==> config.mk <==
export PLATFORM = sky130hd
export DESIGN_NAME = fir_interp_serial_flat
export DESIGN_NICKNAME = d
export VERILOG_FILES = /design/src/rtl/fir_interp_serial_if.sv /design/src/rtl/fir_interp_serial.sv /design/src/flat_wrapper.sv
export SDC_FILE = /design/constraint.sdc
export NUM_CORES = 1
export LEC_CHECK = 0
export ABC_AREA = 1
export CORE_ASPECT_RATIO = 1.2
export CORE_MARGIN = 2
export CORE_UTILIZATION = 58
export DETAILED_ROUTE_END_ITERATION = 7
export PLACE_DENSITY = 0.82
export SLEW_MARGIN = 5
export SYNTH_ARGS = -nofsm -noshare
export SYNTH_HDL_FRONTEND = slang
export SYNTH_SLANG_ARGS = --single-unit
==> constraint.sdc <==
create_clock -name Clk -period 7 [get_ports Clk]
set_clock_uncertainty 0.2 [all_clocks]
set_input_delay 1.05 -clock Clk [delete_from_list [all_inputs] [get_ports Clk]]
set_output_delay 1.05 -clock Clk [all_outputs]
set_load 0.005 [all_outputs]
==> src/rtl/fir_interp_serial_if.sv <==
// Sample stream bundle for the serial interpolation filter: one input
// stream (Din/In_valid/In_ready) and one output stream (Dout/Out_valid/
// Out_ready) with the polyphase index of the sample currently on Dout.
//
// Handshake: a transfer happens on a rising clock edge where valid and
// ready are both high. A source holds data and valid stable until that
// edge; ready may change freely and has no effect while valid is low.
interface fir_interp_serial_if #(
    parameter int DW = 12,
    parameter int LW = 2
);
    logic [DW-1:0] Din;
    logic          In_valid;
    logic          In_ready;
    logic [DW-1:0] Dout;
    logic          Out_valid;
    logic          Out_ready;
    logic [LW-1:0] Phase;

    // Filter side: consumes input samples, produces interpolated samples.
    modport slave (
        input  Din, In_valid, Out_ready,
        output In_ready, Dout, Out_valid, Phase
    );

    // Environment side: supplies samples and accepts the filtered stream.
    modport master (
        output Din, In_valid, Out_ready,
        input  In_ready, Dout, Out_valid, Phase
    );
endinterface

==> src/rtl/fir_interp_serial.sv <==
// Upsample-by-L polyphase interpolation low-pass filter. Each accepted
// sample is pushed into an 8-deep history; then, for every phase p, one
// multiplier walks the taps h[p+L*j] over the history, and the scaled,
// clamped result is presented on Dout before the next phase starts.
module fir_interp_serial #(
    parameter int L    = 4,
    parameter int TAPS = 32,
    parameter int DW   = 12,
    parameter int AW   = 28
) (
    input  logic                 Clk,
    input  logic                 Hlt_n,
    fir_interp_serial_if.slave   bus,
    output logic [1:0]           dbg_state_o
);
    localparam int NT    = TAPS / L;
    localparam int JW    = (NT > 1) ? $clog2(NT) : 1;
    localparam int LW    = (L > 1) ? $clog2(L) : 1;
    localparam int IW    = $clog2(TAPS);
    localparam int CW    = 12;
    localparam int PW    = DW + 1 + CW;
    localparam int SHIFT = 9;

    typedef enum logic [1:0] {
        S_IDLE = 2'd0,
        S_MAC  = 2'd1,
        S_OUT  = 2'd2
    } state_t;

    state_t                state_q;
    logic [DW-1:0]         hist_q [NT];
    logic signed [AW-1:0]  acc_q;
    logic [LW-1:0]         phase_q;
    logic [JW-1:0]         j_q;
    logic [DW-1:0]         dout_q;
    logic                  out_valid_q;
    logic                  in_ready_q;

    logic [IW-1:0]         idx;
    logic signed [DW:0]    sample_s;
    logic signed [CW-1:0]  coef;
    logic signed [PW-1:0]  prod;
    logic signed [AW-1:0]  acc_d;
    logic signed [AW-1:0]  shifted;
    logic [DW-1:0]         dout_d;

    // Symmetric prototype: the upper half mirrors the lower half, so only
    // 16 distinct values are stored and index k>=16 maps to 31-k.
    function automatic logic signed [CW-1:0] coef_rom(input logic [IW-1:0] k);
        logic [3:0] m;
        m = k[IW-1] ? ~k[3:0] : k[3:0];
        case (m)
            4'd0:    coef_rom = -12'sd3;
            4'd1:    coef_rom = 12'sd0;
            4'd2:    coef_rom = 12'sd1;
            4'd3:    coef_rom = 12'sd4;
            4'd4:    coef_rom = 12'sd10;
            4'd5:    coef_rom = 12'sd19;
            4'd6:    coef_rom = 12'sd31;
            4'd7:    coef_rom = 12'sd46;
            4'd8:    coef_rom = 12'sd64;
            4'd9:    coef_rom = 12'sd83;
            4'd10:   coef_rom = 12'sd103;
            4'd11:   coef_rom = 12'sd123;
            4'd12:   coef_rom = 12'sd141;
            4'd13:   coef_rom = 12'sd156;
            4'd14:   coef_rom = 12'sd167;
            default: coef_rom = 12'sd173;
        endcase
    endfunction

    // One multiply-accumulate step plus the scaled, clamped candidate output.
    always_comb begin
        idx      = IW'(phase_q) + IW'(L) * IW'(j_q);
        sample_s = $signed({1'b0, hist_q[j_q]});
        coef     = coef_rom(idx);
        prod     = PW'(sample_s) * PW'(coef);
        acc_d    = acc_q + AW'(prod);
        shifted  = acc_d >>> SHIFT;
        if (shifted[AW-1]) begin
            dout_d = '0;
        end else if (|shifted[AW-2:DW]) begin
            dout_d = '1;
        end else begin
            dout_d = shifted[DW-1:0];
        end
    end

    // Control FSM with registered handshake outputs, history and accumulator.
    always_ff @(posedge Clk or negedge Hlt_n) begin
        if (!Hlt_n) begin
            state_q     <= S_IDLE;
            for (int i = 0; i < NT; i++) hist_q[i] <= '0;
            acc_q       <= '0;
            phase_q     <= '0;
            j_q         <= '0;
            dout_q      <= '0;
            out_valid_q <= 1'b0;
            in_ready_q  <= 1'b0;
        end else begin
            case (state_q)
                S_IDLE: begin
                    in_ready_q <= 1'b1;
                    if (bus.In_valid && in_ready_q) begin
                        for (int i = NT - 1; i > 0; i--) hist_q[i] <= hist_q[i-1];
                        hist_q[0]  <= bus.Din;
                        in_ready_q <= 1'b0;
                        phase_q    <= '0;
                        j_q        <= '0;
                        acc_q      <= '0;
                        state_q    <= S_MAC;
                    end
                end
                S_MAC: begin
                    acc_q <= acc_d;
                    j_q   <= j_q + 1'b1;
                    if (j_q == JW'(NT - 1)) begin
                        dout_q      <= dout_d;
                        out_valid_q <= 1'b1;
                        state_q     <= S_OUT;
                    end
                end
                S_OUT: begin
                    if (bus.Out_ready) begin
                        out_valid_q <= 1'b0;
                        if (phase_q != LW'(L - 1)) begin
                            phase_q <= phase_q + 1'b1;
                            acc_q   <= '0;
                            j_q     <= '0;
                            state_q <= S_MAC;
                        end else begin
                            in_ready_q <= 1'b1;
                            state_q    <= S_IDLE;
                        end
                    end
                end
                default: state_q <= S_IDLE;
            endcase
        end
    end

    assign bus.In_ready  = in_ready_q;
    assign bus.Dout      = dout_q;
    assign bus.Out_valid = out_valid_q;
    assign bus.Phase     = phase_q;
    assign dbg_state_o   = state_q;
endmodule

==> src/flat_wrapper.sv <==
// flat-port wrapper written by rule: the top's interface ports become plain ports
module fir_interp_serial_flat 
#(
    parameter int L    = 4,
    parameter int TAPS = 32,
    parameter int DW   = 12,
    parameter int AW   = 28
)
  (Clk, Hlt_n, dbg_state_o, bus_Din, bus_In_valid, bus_Out_ready, bus_In_ready, bus_Dout, bus_Out_valid, bus_Phase);
  fir_interp_serial_if #(.DW(DW), .LW(2)) bus_i ();
  input  logic Clk;
  input  logic Hlt_n;
  output logic [1:0] dbg_state_o;
  input wire logic [$bits(bus_i.Din)-1:0] bus_Din;
  input wire logic [$bits(bus_i.In_valid)-1:0] bus_In_valid;
  input wire logic [$bits(bus_i.Out_ready)-1:0] bus_Out_ready;
  output wire logic [$bits(bus_i.In_ready)-1:0] bus_In_ready;
  output wire logic [$bits(bus_i.Dout)-1:0] bus_Dout;
  output wire logic [$bits(bus_i.Out_valid)-1:0] bus_Out_valid;
  output wire logic [$bits(bus_i.Phase)-1:0] bus_Phase;
  assign bus_i.Din = bus_Din;
  assign bus_i.In_valid = bus_In_valid;
  assign bus_i.Out_ready = bus_Out_ready;
  assign bus_In_ready = bus_i.In_ready;
  assign bus_Dout = bus_i.Dout;
  assign bus_Out_valid = bus_i.Out_valid;
  assign bus_Phase = bus_i.Phase;
  fir_interp_serial #(.L(L), .TAPS(TAPS), .DW(DW), .AW(AW)) u_core (.Clk(Clk), .Hlt_n(Hlt_n), .bus(bus_i), .dbg_state_o(dbg_state_o));
endmodule
==> results.rst, run 1 <==
.. list-table::
   :header-rows: 1

   * - Metric
     - Value
   * - Largest family of logic cells by synthesized area
     - adder cells
   * - Detailed-route DRC error count
     - 0
   * - Total detailed-routing wirelength
     - 33270 um
   * - Arrival time worst endpoint
     - 6920 ps
   * - Core box area
     - 21560 sq um
   * - Result of the run
     - finished, final reports clean
   * - Number of buffers and inverters on the critical path
     - 9
   * - Initial core utilization
     - 58.87%
   * - Fraction of the cycle the final worst path needs
     - 97.01%
   * - Fraction of the mapped netlist area in adder cells
     - 28.87%
   * - Height of the chip
     - 166.0 um
   * - Top cells by instance count after synthesis
     - 428 x nand2_1, 315 x inv_1, 160 x o21ai_0
   * - Capture point of the worst reg-to-reg path
     - u_core.bus.Dout[1]
   * - Rows
     - 59
   * - Clock root buffer
     - clkbuf_16
   * - Storage element area
     - 3633 sq um
   * - Area enclosed by the die boundary
     - 23080 sq um
   * - Area share of the largest cell type after synthesis
     - 28.59%
   * - Pin count of the biggest net entering global routing
     - 123
   * - Number of enable flip-flop cells after synthesis
     - 0
   * - Launch point of the worst hold path
     - u_core.bus.Dout[0]
   * - Max transition margin
     - 26.25%
   * - Placed wire-length estimate after detailed placement
     - 24600 um
   * - CP dominant cell by count
     - nand2_1
   * - Drt first pass iters
     - 7
   * - Proportion of synthesized area in mux cells
     - 0%
   * - Global-route wire length before repair
     - 54630 um
   * - Number of clock sinks seen by CTS
     - 145
   * - Number of antenna violations at the first check in global routing
     - 0
   * - Post-synthesis share of cell area spent on xor and xnor gates
     - 1.587%
   * - Post-synth design cell area
     - 12690 sq um
   * - CTS max path bufs
     - 2
   * - Clock tree from TritonCTS
     - built
   * - Critical path required time
     - 7130 ps
   * - H-tree levels
     - 4
   * - Vias in the first global route
     - 11050
   * - Clock input transition at the sequential cells of the worst setup and hold paths
     - 70 ps
   * - Per-cell routed wire length
     - 16.69 um
   * - Post-synth cell types
     - 33
   * - Hold Path Stages
     - 2
   * - Final cell count without fillers
     - 1993
   * - Placed cell count
     - 1944
   * - Hold Slack
     - 280.3 ps
   * - Async set-or-reset flop fraction in the synthesized netlist
     - 100.0%
   * - Flop2flop setup slack
     - 210 ps
   * - Port-buffer cells
     - 33
   * - CP Class
     - reg -> reg
   * - Number of vias after detailed routing
     - 10870
   * - Average footprint of a synthesized cell
     - 7.780 sq um
   * - Synthesized Nets
     - 1869
   * - Peak Freq
     - 0.1473 GHz
   * - Highest net fanout along the worst path
     - 8
   * - Worst-Margin Slew
     - 1105 ps
   * - Critical R2R Launch
     - u_core.j_q[2]
   * - Number of DRC violations after detailed-routing iteration 0
     - 938
   * - ANT cells
     - 0
   * - Final number of hold-violating endpoints
     - 0
   * - Cell count after synthesis
     - 1631
   * - Area of the multi-input gates
     - 7901 sq um
   * - Cell area after layout
     - 14730 sq um
   * - # IOs
     - 34
   * - Min-Delay Endpoint
     - u_core.bus.Dout[0]
   * - # nets final
     - 1944
   * - Placer congestion estimate
     - 0.9729
   * - Clock buffer count from CTS
     - 17
   * - Final setup vio count
     - 0
   * - Worst-Skew Late Latency
     - 450 ps
   * - Ratio of cells with drive above 1 in the final layout
     - 11.69%
   * - Yosys Warn Count
     - 0
   * - Global route total overflow
     - 0
   * - Cell taking the most area after synthesis
     - dfrtp_1
   * - Vias per cell
     - 5.455
   * - Minimum clock period
     - 6791 ps
   * - All-Layer GR Usage
     - 29.74%
   * - Number of nets still failing antenna checks after routing
     - 0
   * - Cell with the biggest individual delay on the critical path
     - fa_1
   * - Cell count of the worst reg-to-reg path
     - 34
   * - Most common cell in the synthesized netlist
     - nand2_1
   * - Top flip-flop cell by instance count after synthesis
     - dfrtp_1
   * - CP Launch Type
     - flop
   * - Count of filler cells inserted in the layout
     - 1699
   * - Flip-flop and latch count after synthesis
     - 145
   * - Cell family with most CP delay
     - adder cells
   * - Type of element capturing the critical path
     - flop
   * - Area added between synthesis and finish
     - 16.05%
   * - Hold Path Class
     - reg -> reg
   * - Compound-Gate Fraction of Synth Area
     - 10.68%
   * - Delay contributed by the slowest stage of the critical path
     - 560 ps
   * - Synthesized-area fraction occupied by and/or/nand/nor cells
     - 18.62%
   * - # Max-Cap Violations
     - 0
   * - Dominant cells by area after synthesis
     - dfrtp_1 29%, fa_1 19%, nand2_1 13%
   * - Die X
     - 139.0 um
   * - Proportion of synthesized chip area in sequential cells
     - 28.59%
   * - Cell Area, Placed
     - 13590 sq um
   * - Final-report max-slew violation count
     - 0
-- layer usage --
metal / vias to the layer above / GRT usage, % / routed length (um)
met3: 99 / 6.228 / 2039
met4: 0 / 12.69 / 1389
li1: 5162 / - / -
met5: - / 0 / 0
met2: 365 / 49.09 / 16300
met1: 5246 / 38.26 / 13540
-- cells in the final DEF, fill, tap and decap left out, types with 5 or more instances in the layout --
cell type / instances
nor2_1: 95
ha_4: 8
nor2_2: 6
inv_1: 305
nand2_2: 17
nor2_4: 9
buf_6: 6
ha_1: 92
dfrtp_1: 141
o21ai_1: 6
inv_2: 15
nand2_1: 410
buf_4: 68
xor2_1: 11
clkinv_8: 5
o22ai_1: 22
o21ai_0: 154
nand3_1: 43
fa_1: 113
fa_2: 5
xnor2_1: 10
clkbuf_16: 18
a21oi_1: 63
clkdlybuf4s50_1: 32
nand4_1: 10
-- worst max-delay path by stage --
| stage | cells after the start | to | from | slack [ps] |
|---|---|---|---|---|
| 6_report | 34 | u_core.bus.Dout[1] | u_core.j_q[2] | 210 |
| 2_1_floorplan | 34 | u_core.bus.Dout[10] | u_core.j_q[2] | 100 |
| 3_5_place_dp | 31 | u_core.bus.Dout[7] | u_core.bus.Phase[1] | 20 |
| 5_1_grt | 37 | u_core.bus.Dout[1] | u_core.j_q[2] | -110 |
| 3_3_place_gp | 30 | u_core.bus.Dout[1] | u_core.j_q[2] | 60 |
| 4_1_cts | 31 | u_core.bus.Dout[7] | u_core.bus.Phase[1] | 0.9 |
-- repair_timing --
| item | CTS | global route |
|---|---|---|
| endpoints found under the setup margin | 0 | 23 |
| buffers inserted | 0 | 14 |
| hold buffers | 0 | 0 |
| gates resized for setup | 0 | 111 |
-- flip-flops by register name, indices dropped and copies added (netlist names) --
signal and cells:
u_core.hist_q 96, u_core.acc_q 28, u_core.bus.In_ready 1, u_core.bus.Phase 2, u_core.dbg_state_o 2, u_core.bus.Out_valid 1, u_core.j_q 3, u_core.bus.Dout 12
-- tightest hold or removal path, stage by stage, from the launching register on --
cell and delay (ps):
dfrtp_1 350, nand2_1 50, nand2_1 50
-- stage by stage --
stage                     setup WS (ps)  TNS (ps)  util [%]
final                             209.3         0     68.32
after global routing             -107.2    -962.2     68.32
after global placement            63.08         0     63.03
after CTS                        0.8891         0     65.85
after floorplan                   99.04         0         -
after detailed placement          16.69         0     63.03
-- final cells by class --
| type | count | area share, % |
|---|---|---|
| multi-input cells | 1105 | 53.65 |
| flip-flops and latches | 145 | 24.67 |
| inverters | 326 | 8.428 |
| repair buffers | 111 | 6.780 |
| clock buffers | 17 | 2.889 |
| well taps | 274 | 2.328 |
| clock inverters | 15 | 1.249 |
-- cells by family (layout without fill, tap and decap cells) --
kind of cell    count (synthesis)  count (layout)
buf+inv                       382             469
compound gates                260             260
simple gates                  599             600
flops                         145             145
fa+ha+maj                     222             222
xor+xnor                       23              23
Power of run 1 is not shown: default switching activity piles up to over one toggle a cycle in this logic, so the estimate is an artifact.
==> run 2, diff against run 1 <==
ABC_CLOCK_PERIOD_IN_PS = 7000   (was default)
CORE_MARGIN = 4   (was 2)
CORE_UTILIZATION = 45   (was 58)
PLACE_DENSITY = 0.67   (was 0.82)
==> results.rst, run 2 (synthesized netlist as in run 1, its figures left out) <==
.. list-table::
   :header-rows: 1

   * - Metric
     - Value
   * - Peak Freq
     - 0.1480 GHz (+0.52%)
   * - Most frequent cells in the layout
     - 416 x nand2_1, 306 x inv_1, 155 x o21ai_0
   * - All-Layer GR Usage
     - 21.40% (-8.3 points)
   * - Result of the run
     - finished, final reports clean
   * - Number of nets still failing antenna checks after routing
     - 0 (unchanged)
   * - Max transition margin
     - 34.74% (+8.5 points)
   * - Area of the multi-input gates
     - 7891 sq um (-0.13%)
   * - Initial core utilization
     - 45.59% (-13 points)
   * - Ratio of cells with drive above 1 in the final layout
     - 10.30% (-1.4 points)
   * - Leading cell type in the layout, fill and taps excluded
     - nand2_1
   * - Fraction of the cycle the final worst path needs
     - 96.51% (-0.50 points)
   * - Area enclosed by the die boundary
     - 30960 sq um (+34%)
   * - Cell area after layout
     - 14670 sq um (-0.37%)
   * - Final-report max-slew violation count
     - 0 (unchanged)
   * - Launch point of the worst hold path
     - u_core.hist_q[30]
   * - Capture point of the worst reg-to-reg path
     - u_core.bus.Dout[6]
   * - Vias per cell
     - 5.023 (-7.9%)
   * - Final core utilization
     - 52.72% (-16 points)
   * - Area added between synthesis and finish
     - 15.63%
   * - Final number of hold-violating endpoints
     - 0 (unchanged)
   * - Vias in the first global route
     - 10540 (-4.6%)
   * - Per-cell routed wire length
     - 15.29 um (-8.4%)
   * - Minimum clock period
     - 6756 ps (-35.13 ps)
   * - Rows
     - 67 (+14%)
   * - Cell Area, Placed
     - 13660 sq um (+0.52%)
   * - Clock buffer count from CTS
     - 17 (unchanged)
   * - CP Class
     - reg -> reg
   * - Critical path required time
     - 7130 ps (about the same)
   * - Number of clock sinks seen by CTS
     - 145 (unchanged)
   * - Number of DRC violations after detailed-routing iteration 0
     - 549 (-41%)
   * - CP Launch Type
     - flop
   * - Drt first pass iters
     - 5 (-2)
   * - Global-route wire length before repair
     - 52840 um (-3.3%)
   * - Setup TNS
     - 0 ps (unchanged)
   * - Number of antenna violations at the first check in global routing
     - 0 (unchanged)
   * - Height of the chip
     - 192.0 um (+16%)
   * - Pin count of the biggest net entering global routing
     - 104 (-15%)
   * - Cell count of the worst reg-to-reg path
     - 30 (-12%)
   * - Delay contributed by the slowest stage of the critical path
     - 580 ps (+20 ps)
   * - Die X
     - 161.3 um (+16%)
   * - # IOs
     - 34 (unchanged)
   * - H-tree levels
     - 4 (unchanged)
   * - Highest net fanout along the worst path
     - 6 (-2)
   * - Hold Path Stages
     - 2 (unchanged)
   * - Total detailed-routing wirelength
     - 31920 um (-4.1%)
   * - Number of vias after detailed routing
     - 10480 (-3.6%)
   * - Storage element area
     - 3631 sq um (about the same)
   * - Placed wire-length estimate after detailed placement
     - 24500 um (-0.40%)
   * - Hold Slack
     - 280.9 ps (+0.6070 ps)
   * - Number of flip-flops under the largest register name
     - 96 (unchanged)
   * - Port-buffer cells
     - 33 (unchanged)
   * - Largest register by flop count
     - u_core.hist_q
   * - ANT cells
     - 0 (unchanged)
   * - Global route total overflow
     - 0 (unchanged)
   * - Cell with the biggest individual delay on the critical path
     - fa_1
   * - Clock input transition at the sequential cells of the worst setup and hold paths
     - 60 ps (about the same)
   * - Hold Path Class
     - reg -> reg
   * - Min-Delay Endpoint
     - u_core.hist_q[18]
   * - Arrival time worst endpoint
     - 6880 ps (-40 ps)
   * - Type of element capturing the critical path
     - flop
   * - Clock tree from TritonCTS
     - built
   * - Worst-Margin Slew
     - 978.9 ps (-125.8 ps)
   * - Flop2flop setup slack
     - 240 ps (+40 ps)
   * - Count of filler cells inserted in the layout
     - 2670 (+57%)
   * - # nets final
     - 1933 (-0.57%)
   * - Core box area
     - 27830 sq um (+29%)
   * - Placer congestion estimate
     - 0.9637 (-0.95%)
   * - Clock root buffer
     - clkbuf_16
   * - Critical R2R Launch
     - u_core.j_q[2]
   * - CP dominant cell by count
     - nand2_1
   * - CTS max path bufs
     - 2 (unchanged)
   * - # Max-Cap Violations
     - 0 (unchanged)
   * - Final setup vio count
     - 0 (unchanged)
   * - Worst-Skew Late Latency
     - 440 ps (about the same)
   * - Detailed-route DRC error count
     - 0 (unchanged)
run 2: changes by cell type in the layout (fill, tap and decap cells not counted), sizes merged:
cell    delta
buf       -10
inv        -4
clkbuf     +3
bufinv     +2
clkinv     -2
run 2: area by class of cell:
| cell class | instances | area share, % |
|---|---|---|
| multi-input combinational | 1105 | 53.78 |
| sequential | 145 | 24.75 |
| inverter | 326 | 8.459 |
| timing repair buffer | 100 | 5.875 |
| tap | 379 | 3.232 |
| clock buffer | 21 | 3.206 |
| clock inverter | 11 | 0.6992 |
run 2: worst max-delay path: cells and delay by family, from the launching register on:
kind,cells,cell delay [ps]
buf+inv,6,630
flops,1,500
xor+xnor,1,230
fa+ha+maj,8,3300
compound gates,1,280
simple gates,14,1490
run 2: per-stage QoR:
step                      instances  setup slack (ps)
after CTS                      2073             9.819
after global placement         2041             111.6
final                          2087             244.4
after detailed placement       2041            -27.46
after floorplan                1631             99.04
after global routing           2087            -144.5
run 2: what timing repair did:
item,in CTS,in global routing
endpoints found under the setup margin,12,18
hold buffers,0,0
setup buffers,0,12
pin swaps,0,18
gates resized for setup,7,78
cloned,0,2
run 2: how the worst max path moves through the flow:
stage                        from             endpoint  slack, ps  cells after the start
global route        u_core.j_q[2]   u_core.bus.Dout[0]       -140                     31
global placement    u_core.j_q[2]   u_core.bus.Dout[0]        110                     32
detailed placement  u_core.j_q[2]   u_core.bus.Dout[0]        -30                     33
finish              u_core.j_q[2]   u_core.bus.Dout[6]        240                     30
floorplan           u_core.j_q[2]  u_core.bus.Dout[10]        100                     34
CTS                 u_core.j_q[1]   u_core.bus.Dout[6]         10                     31
run 2: layer usage:
layer  global-route usage (%)  wire length (um)  vias up  part of all wire [%]
met5                        0                 0        -                     0
met4                    9.222              1249        0                   3.9
met3                    3.048              1245       73                   3.9
met2                    36.92             15720      241                    49
met1                    26.99             13700     5035                    43
li1                         -                 -     5135                     -
Power of run 2 is left out for the same reason.
